[config.mk]
export PLATFORM = sky130hd
export DESIGN_NAME = plant_delay_line
export DESIGN_NICKNAME = d
export VERILOG_FILES = /design/src/rtl/plant_pkg.sv /design/src/rtl/plant_delay_line.sv
export SDC_FILE = /design/constraint.sdc
export NUM_CORES = 1
export LEC_CHECK = 0
export ABC_AREA = 1
export BUFFER_PORTS_ARGS = -buffer_cell sky130_fd_sc_hd__buf_2
export CAP_MARGIN = 20
export CELL_PAD_IN_SITES_DETAIL_PLACEMENT = 1
export CELL_PAD_IN_SITES_GLOBAL_PLACEMENT = 1
export CORE_UTILIZATION = 42
export DETAILED_ROUTE_END_ITERATION = 12
export GPL_TIMING_DRIVEN = 0
export PLACE_DENSITY_LB_ADDON = 0.1
export SLEW_MARGIN = 15
export SYNTH_ARGS = -nofsm -noshare
export SYNTH_HDL_FRONTEND = slang
export SYNTH_SLANG_ARGS = --single-unit
[constraint.sdc]
create_clock -name clk -period 0.8 [get_ports clk]
set_input_delay 0.08 -clock clk [delete_from_list [all_inputs] [get_ports clk]]
set_output_delay 0.08 -clock clk [all_outputs]
set_load 0.05 [all_outputs]
[src/rtl/plant_pkg.sv]
// Shared widths, types and LFSR constants for the first-order plant model.
package plant_pkg;

    localparam int DEFAULT_DATA_W = 8;
    localparam int DEFAULT_FRAC_W = 8;
    localparam int STATE_W        = DEFAULT_DATA_W + DEFAULT_FRAC_W;

    typedef logic [STATE_W-1:0]        state_t;
    typedef logic [DEFAULT_DATA_W-1:0] sample_t;

    localparam logic [15:0] LFSR_SEED = 16'hACE1;
    // Fibonacci taps 16,14,13,11 expressed as zero-based bit positions 15,13,12,10
    localparam logic [15:0] LFSR_TAPS = 16'hB400;

    function automatic logic [15:0] lfsr_next(input logic [15:0] s);
        return {s[14:0], ^(s & LFSR_TAPS)};
    endfunction

endpackage

[src/rtl/plant_delay_line.sv]
// Transport-delay shift register: dout is the value pushed DEPTH pushes ago; DEPTH=0 passes din through.
module plant_delay_line
    import plant_pkg::*;
#(
    parameter int W     = DEFAULT_DATA_W,
    parameter int DEPTH = 4
) (
    input  logic         clk,
    input  logic         rst_n,
    input  logic         push,
    input  logic [W-1:0] din,
    output logic [W-1:0] dout
);

    generate
        if (DEPTH == 0) begin : g_pass
            logic unused_ok;
            assign unused_ok = &{1'b0, clk, rst_n, push};
            assign dout = din;
        end else begin : g_shift
            logic [W-1:0] mem [DEPTH];

            always_ff @(posedge clk or negedge rst_n) begin
                if (!rst_n) begin
                    for (int i = 0; i < DEPTH; i++) mem[i] <= '0;
                end else if (push) begin
                    mem[0] <= din;
                    for (int i = 1; i < DEPTH; i++) mem[i] <= mem[i-1];
                end
            end

            // Read happens before the push, so the oldest entry is exactly DEPTH ticks old
            assign dout = mem[DEPTH-1];
        end
    endgenerate

endmodule

==> results of run 1 <==
-- cells in the mapped netlist, drive strengths merged --
cell,n
nand2,96
dfrtp,32
clkbuf,3
inv,1
buf,12
-- layer usage --
layer	up-vias	part of all wire [%]	global-route usage (%)
li1	488	-	-
met1	431	42	18.57
met2	22	52	29.22
met3	8	3.5	4.615
met4	0	3.0	12.24
met5	-	0	0
-- worst paths after layout --
| kind | from | end | slack, ns |
|---|---|---|---|
| setup / recovery | dout[6] | dout[6] | -0.18 |
| hold / removal | rst_n | dout[2] | -0.21 |
| setup reg to reg | dout[4] | dout[4] | -0.04 |
| hold reg to reg | g_shift.mem[29] | g_shift.mem[29] | 0.48 |
| max in group asynchronous | rst_n | g_shift.mem[30] | 0.57 |
| min in group clk | push | g_shift.mem[15] | 0.03 |
-- per-stage QoR --
stage / TNS (ns) / hold WS, ns
2_1_floorplan: 0 / -0.2156
3_3_place_gp: 0 / 0.1605
3_5_place_dp: 0 / 0.1706
4_1_cts: -1.589 / -0.2021
5_1_grt: -1.819 / -0.1731
6_report: -1.436 / -0.2128
-- cells in the final DEF, fill, tap and decap left out, drive strengths merged --
| cell type | n |
|---|---|
| dfrtp | 32 |
| clkbuf | 11 |
| inv | 1 |
| buf | 30 |
| dlygate4sd3 | 9 |
| nand2 | 96 |
-- kinds of logic (layout without fill, tap and decap cells) --
logic type             Yosys count  after routing  synth area share, %
DFF                             32             32                59.10
and+or+nand+nor                 96             96                28.62
buffers and inverters           16             51                12.28
-- registers in the layout, summed over array words and instances (netlist names) --
name	flops
dout	8
g_shift.mem	24
-- power by group --
group / internal (mW) / leakage, nW / switching (mW)
clock network: 0.433 / 0.0326 / 0.507
logic: 0.401 / 0.512 / 0.443
registers: 1.80 / 0.403 / 0.119
total: 2.64 / 0.947 / 1.07
-- final cells by class --
class                      count  share of cell area (%)
inverter                       1                  0.6489
timing repair buffer          35                   18.82
buffer                         7                   5.479
sequential                    32                   46.14
tap                           44                   3.172
multi-input combinational     96                   22.35
clock buffer                   8                   3.389
-- what timing repair did --
action | in CTS | in global routing
endpoints found under the setup margin | 8 | 8
endpoints found under the hold margin | 42 | 32
buffers inserted | 7 | 2
resized for setup | 24 | 1
pin swaps | 0 | 0
==> results.toml, run 1 <==
[clocking]
ctsLongestPathBuffers = 2
cts_hold_buf = 9
cts_sinks = 32
cts_made_buffers = 5
cts_max_level = 2
cts_tree = "yes"
cts_root_buf = "clkbuf_4"
clk_pin_slew_ns = 0.09
clock_latency_ns = 0.33

[yosys]
syn-cell-area_um2 = 1355
synth-seq-area-share_pct = 59.10
yosysUniqueCellTypes = 8
synth_top_area_share_pct = 59.10
yosys.area.top_type = "dfrtp_1"
avgSynthCellArea_um2 = 9.410
synthesis.nets = 155
ys_ff_latch = 32
ys_warn_count = 0
synth_area_leaders = "dfrtp_1, nand2_1, nand2_2"
syn_inst = 144

[route]
first_pass_iters = 3
vias_per_cell = 4.256
vias = 949
drc = 0
drt_iter0_markers = 29
ant_nets = 0
routed_wirelength_mm = 2.389
wl_per_cell_um = 10.71

[place]
post_dp_cell_area_um2 = 1495
dp_cells = 205
gp_congestion = 0.6841
place_ws_ns = 0.01970
port_buffers = 17

[power_and_ir_drop]
power.total_mw = 3.706
power_leakage_nw = 0.9474
peakVddDrop_uv = 1069
powerDensity_nw_per_um2 = 2135

[worst_setup_path]
cp-start-kind = "register"
crit_path_max_incr_delay_ns = 0.41
crit_cells = 1
worstPathCellList = "buf_8"
critPathTopFamily = "flip-flops"
cp.arrival_ns = 0.90
cp_max_fo = 2
path_buf_inv = 1
required_ns = 0.72
worst_r2r_path_depth = 4
cp-end-kind = "output pin"
cpMaxStageDelayCell = "dfrtp_1"
crit_type = "register to output pin"

[floorplan]
die-area_um2 = 3457
ios = 19
rows = 20
start_util_pct = 44.39
core_um2 = 3053
die_w_um = 58.80
die_h_um = 58.80

[cells_and_area]
regArea_um2 = 800.8
multi_input_area_um2 = 387.9
final_area_um2 = 1735
nNetsFinal = 189
fillCellCount = 361
diodes = 0
final_core_util_pct = 56.84
drive_above_1_share_pct = 28.49
syn2layout_area_growth_pct = 28.07
final_cell_count_no_fill = 223

[grt]
first_global_vias = 959
antenna_found_initial = 0
grt_overflow_total = 0
gr-usage-all-layers_pct = 17.25
grt_max_degree = 33
grt_pass1_wl_mm = 4.188

[timing]
slew_headroom_pct = 53.35
hold_violations = 32
whs_ns = -0.2128
layout_min_cycle_time_ns = 0.9836
max_slew.worst_pin.slew_ns = 0.6997
setup-violations-final = 9
rsz0062_at_grt = "true"
fmax_mhz = 1017
finalCritPeriodShare_pct = 122.9
timing.final.ws_setup_ns = -0.1836
slew_violations = 0
skew_ns = 0.002212

[outcome]
status = "finished with violations"
violations = "hold timing, setup timing"

[flow_run]
cap_violations = 0

[hold_path]
hp-class = "input pin to async pin"
Note: power is estimated with default switching activity, not from simulation.
==> run 2: changes to the inputs <==
Settings changed: CORE_UTILIZATION 42 to 35, SLEW_MARGIN 15 to unset.
==> run 2 against run 1 <==
  * The flow still finishes with violations (hold timing, setup timing)
  * Global-route usage fell by 3.1 points
  * First-iteration DRC count fell by 31%
  * Critical path depth did not move
  * Sequential power barely moved
  * Combinational power fell by 2%
  * Count of clock-buffer cells in the layout fell by 2
  * Hold slack improved by 0.060 ns
  * Via count fell by 1.4%
  * Die area rose by 19%
  * Largest power group unchanged
==> results.toml, run 2 (same netlist as run 1, synthesis figures left out) <==
[grt]
grt_max_degree = 33
grt_pass1_wl_mm = 4.278
grt_overflow_total = 0
antenna_found_initial = 0
gr-usage-all-layers_pct = 14.13
first_global_vias = 929

[place]
dp_cells = 209
place_ws_ns = 0.02033
gp_congestion = 0.6899
port_buffers = 17
post-dp-hpwl_mm = 1.570

[timing]
layout_min_cycle_time_ns = 0.9203
skew_ns = 0.004655
rsz0062_at_grt = "true"
max_slew.worst_pin.slew_ns = 0.7054
timing.final.ws_setup_ns = -0.1203
fmax_mhz = 1087
slew_headroom_pct = 52.97
whs_ns = -0.1530
setup-violations-final = 10
finalCritPeriodShare_pct = 115.0
hold_violations = 32
slew_violations = 0

[floorplan]
die-area_um2 = 4124
die_w_um = 64.22
start_util_pct = 36.74
ios = 19
die_h_um = 64.22
rows = 22
core_um2 = 3689

[clocking]
cts_root_buf = "clkbuf_8"
clock_latency_ns = 0.28
cts_tree = "yes"
cts_hold_buf = 4
cts_sinks = 32
ctsLongestPathBuffers = 2
cts_max_level = 2
clk_pin_slew_ns = 0.07
cts_made_buffers = 5

[worst_setup_path]
cp-end-kind = "output pin"
cp.arrival_ns = 0.84
worstPathCellList = "buf_8"
critPathTopFamily = "flip-flops"
cp_max_fo = 2
cpMaxStageDelayCell = "dfrtp_1"
path_buf_inv = 1
crit_type = "register to output pin"
cp-start-kind = "register"
required_ns = 0.72
reg2reg_slack_ns = -0.05
crit_path_max_incr_delay_ns = 0.40

[outcome]
status = "finished with violations"
violations = "hold timing, setup timing"

[cells_and_area]
syn2layout_area_growth_pct = 28.81
drive_above_1_share_pct = 30.86
top_register = "g_shift.mem"
final_cell_mix = "nand2_1, dfrtp_1, nand2_2"
final_cell_count_no_fill = 223
diodes = 0
nNetsFinal = 185
final_common_cell = "nand2_1"
largest_reg_flops = 24

[hold_path]
hp-class = "input pin to async pin"

[route]
wl_per_cell_um = 10.93
drt_iter0_markers = 20
ant_nets = 0
routed_wirelength_mm = 2.438
first_pass_iters = 3
vias_per_cell = 4.197
vias = 936
drc = 0

[power_and_ir_drop]
power_leakage_nw = 0.9531
powerDensity_nw_per_um2 = 2435
peakVddDrop_uv = 832.2

[flow_run]
cap_violations = 0
## run 2: cell count changes in the layout (fill, tap and decap cells not counted), moves of 2 or more
cell,delta
buf_4,+2
clkbuf_4,-5
dlygate4sd3_1,-5
clkbuf_8,+4
## run 2: worst paths after layout
kind	startpoint	endpoint	depth (start not counted)
worst max-delay path	dout[4]	dout[4]	1
worst min-delay path	rst_n	dout[4]	1
worst max register to register	dout[7]	dout[7]	4
worst min register to register	g_shift.mem[24]	g_shift.mem[24]	2
max in group asynchronous	rst_n	g_shift.mem[22]	1
min in group clk	din[6]	g_shift.mem[30]	3
## run 2: per-stage QoR
step / instance area, um2 / util (%) / power [mW] / setup TNS, ns
floorplan: 1355 / - / 2.457 / 0
global placement: 1500 / 40.67 / 2.607 / 0
detailed placement: 1500 / 40.67 / 2.630 / 0
CTS: 1720 / 46.64 / 4.290 / -1.040
global route: 1745 / 47.32 / 4.478 / -1.302
finish: 1745 / 47.32 / 4.250 / -1.012
## run 2: area by class of cell
class,count,area [um2]
Tap cell,48,60.06
Multi-Input combinational cell,96,390.4
Buffer,7,95.09
Clock buffer,6,72.57
Timing Repair Buffer,31,280.3
Sequential cell,32,800.8
Inverter,1,11.26
Clock inverter,2,35.03
Fill cell,445,1943
## run 2: per-layer routing
layer  vias up  share of wire [%]  global-route usage, %
li1        482                  -                      -
met1       428                 48                  17.35
met2        20                 46                  23.40
met3         6                3.7                  3.214
met4         0                1.7                  6.667
met5         -                  0                      0
## run 2: what timing repair did
| item | CTS | global route |
|---|---|---|
| gates cloned | 0 | 0 |
| pin swaps | 0 | 1 |
| endpoints found under the setup margin | 8 | 9 |
| buffers inserted | 7 | 4 |
| gates resized for setup | 24 | 1 |
| hold endpoints to repair | 36 | 32 |
## run 2: power by group
| part | switching (mW) | total (mW) | internal [mW] |
|---|---|---|---|
| Clock | 0.570 | 1.49 | 0.923 |
| Sequential | 0.121 | 1.93 | 1.81 |
| Combinational | 0.441 | 0.830 | 0.390 |
| Total | 1.13 | 4.25 | 3.12 |
==> run 3: changes to the inputs <==
Settings changed: CORE_ASPECT_RATIO set to 1.1.
==> run 3 against run 2 <==
  * Largest cell class unchanged
  * Sequential share of layout area up 0.066 points
  * Fmax down 0.46%
  * Wire length up 1.2%
  * Clock skew down 0.0015 ns
  * Via count down 1.5%
  * Non-clock buffer count down 1
  * Cell area down 0.14%
  * Utilization about the same
  * Count of clock-buffer cells in the layout unchanged
  * Combinational power down 2.7%
  * Cell count up 0.45%
  * Highest routed layer unchanged
  * The run still ends with hold timing, setup timing left
  * Register-to-register slack better by 0.09 ns
==> results.toml, run 3 (same netlist as run 1, synthesis figures left out) <==
[floorplan]
die_w_um = 61.33
die_h_um = 67.26
die-area_um2 = 4125
ios = 19
start_util_pct = 36.79
rows = 23
core_um2 = 3684

[timing]
rsz0062_at_grt = "true"
skew_ns = 0.003133
finalCritPeriodShare_pct = 115.6
layout_min_cycle_time_ns = 0.9246
setup-violations-final = 8
slew_violations = 0
whs_ns = -0.1500
max_slew.worst_pin.slew_ns = 0.7049
timing.final.ws_setup_ns = -0.1246
hold_violations = 32
fmax_mhz = 1082
slew_headroom_pct = 53.01

[clocking]
cts_made_buffers = 5
cts_max_level = 2
ctsLongestPathBuffers = 2
clock_latency_ns = 0.28
cts_hold_buf = 6
clk_pin_slew_ns = 0.07
cts_root_buf = "clkbuf_8"
cts_sinks = 32
cts_tree = "yes"

[worst_setup_path]
rr_startpoint = "dout[0]"
cp_max_fo = 2
crit_cells = 1
cpMaxStageDelayCell = "dfrtp_1"
reg2reg_slack_ns = 0.04
crit_path_max_incr_delay_ns = 0.40
crit_type = "register to output pin"
worstPathCellList = "buf_8"
r2r-end = "dout[0]"
path_buf_inv = 1
worst_r2r_path_depth = 3
critPathTopFamily = "flip-flops"
critPathLaunch = "dout[4]"
cp-start-kind = "register"
required_ns = 0.72
cp-endpoint = "dout[4]"
cp.arrival_ns = 0.84
cp-end-kind = "output pin"

[hold_path]
hp-class = "input pin to async pin"

[place]
port_buffers = 17
post-dp-hpwl_mm = 1.618
gp_congestion = 0.6612
dp_cells = 211
post_dp_cell_area_um2 = 1503

[route]
drc = 0
routed_wirelength_mm = 2.467
wl_per_cell_um = 11.01
drt_iter0_markers = 14
vias_per_cell = 4.116
first_pass_iters = 2
ant_nets = 0
vias = 922

[cells_and_area]
final_cell_count_no_fill = 224
multi_input_area_um2 = 387.9
fillCellCount = 453
final_area_um2 = 1743
diodes = 0
regArea_um2 = 800.8
final_cell_mix = "nand2_1, dfrtp_1, nand2_2"
final_core_util_pct = 47.32
drive_above_1_share_pct = 28.74
syn2layout_area_growth_pct = 28.62
largest_reg_flops = 24
top_register = "g_shift.mem"
nNetsFinal = 184
final_common_cell = "nand2_1"

[grt]
grt_max_degree = 33
grt_pass1_wl_mm = 4.326
gr-usage-all-layers_pct = 15.11
antenna_found_initial = 0
first_global_vias = 978
grt_overflow_total = 0

[flow_run]
cap_violations = 0

[outcome]
status = "finished with violations"
violations = "hold timing, setup timing"

[power_and_ir_drop]
powerDensity_nw_per_um2 = 2433
power.total_mw = 4.240
power_leakage_nw = 0.9463
peakVddDrop_uv = 1164
-- run 3: routing by layer --
layer	track usage [%]	vias to the layer above	share of wire [%]
met4	5.966	0	0.69
met5	0	-	0
li1	-	477	-
met3	5.747	2	3.9
met2	25.54	21	50
met1	16.89	422	46
-- run 3: how the worst min path moves through the flow --
stage	start	depth (start not counted)	slack (ns)	end
2_1_floorplan	rst_n	0	-0.22	dout[0]
3_3_place_gp	rst_n	1	0.18	dout[7]
4_1_cts	rst_n	1	-0.13	dout[4]
6_report	rst_n	1	-0.15	dout[5]
3_5_place_dp	rst_n	1	0.18	dout[7]
5_1_grt	rst_n	1	-0.10	dout[4]
-- run 3: power by group --
| part | total, mW | internal [mW] | switching (mW) | leakage (nW) |
|---|---|---|---|---|
| Clock | 1.51 | 0.923 | 0.583 | 0.0552 |
| Sequential | 1.93 | 1.81 | 0.121 | 0.403 |
| Combinational | 0.808 | 0.371 | 0.437 | 0.488 |
-- run 3: layout make-up --
| type | count | share of cell area, % |
|---|---|---|
| clock buffer | 6 | 4.164 |
| timing repair buffer | 30 | 15.94 |
| inverter | 1 | 0.6461 |
| sequential | 32 | 45.94 |
| clock inverter | 2 | 2.010 |
| tap | 50 | 3.589 |
| buffer | 7 | 5.456 |
| multi-input combinational | 96 | 22.25 |
-- run 3: per-stage QoR --
stage	setup TNS, ns	setup slack, ns	hold slack, ns
2_1_floorplan	0	0.1714	-0.2156
3_3_place_gp	0	0.02842	0.1771
3_5_place_dp	0	0.01359	0.1775
4_1_cts	-1.058	-0.1480	-0.1327
5_1_grt	-1.240	-0.1680	-0.1034
6_report	-0.9415	-0.1246	-0.1500
-- run 3: repair_timing --
| item | in CTS | in global routing |
|---|---|---|
| setup endpoints to repair | 8 | 8 |
| gates resized for setup | 24 | 0 |
| pin swaps | 0 | 0 |
| hold endpoints to repair | 38 | 32 |
| buffers inserted | 6 | 1 |
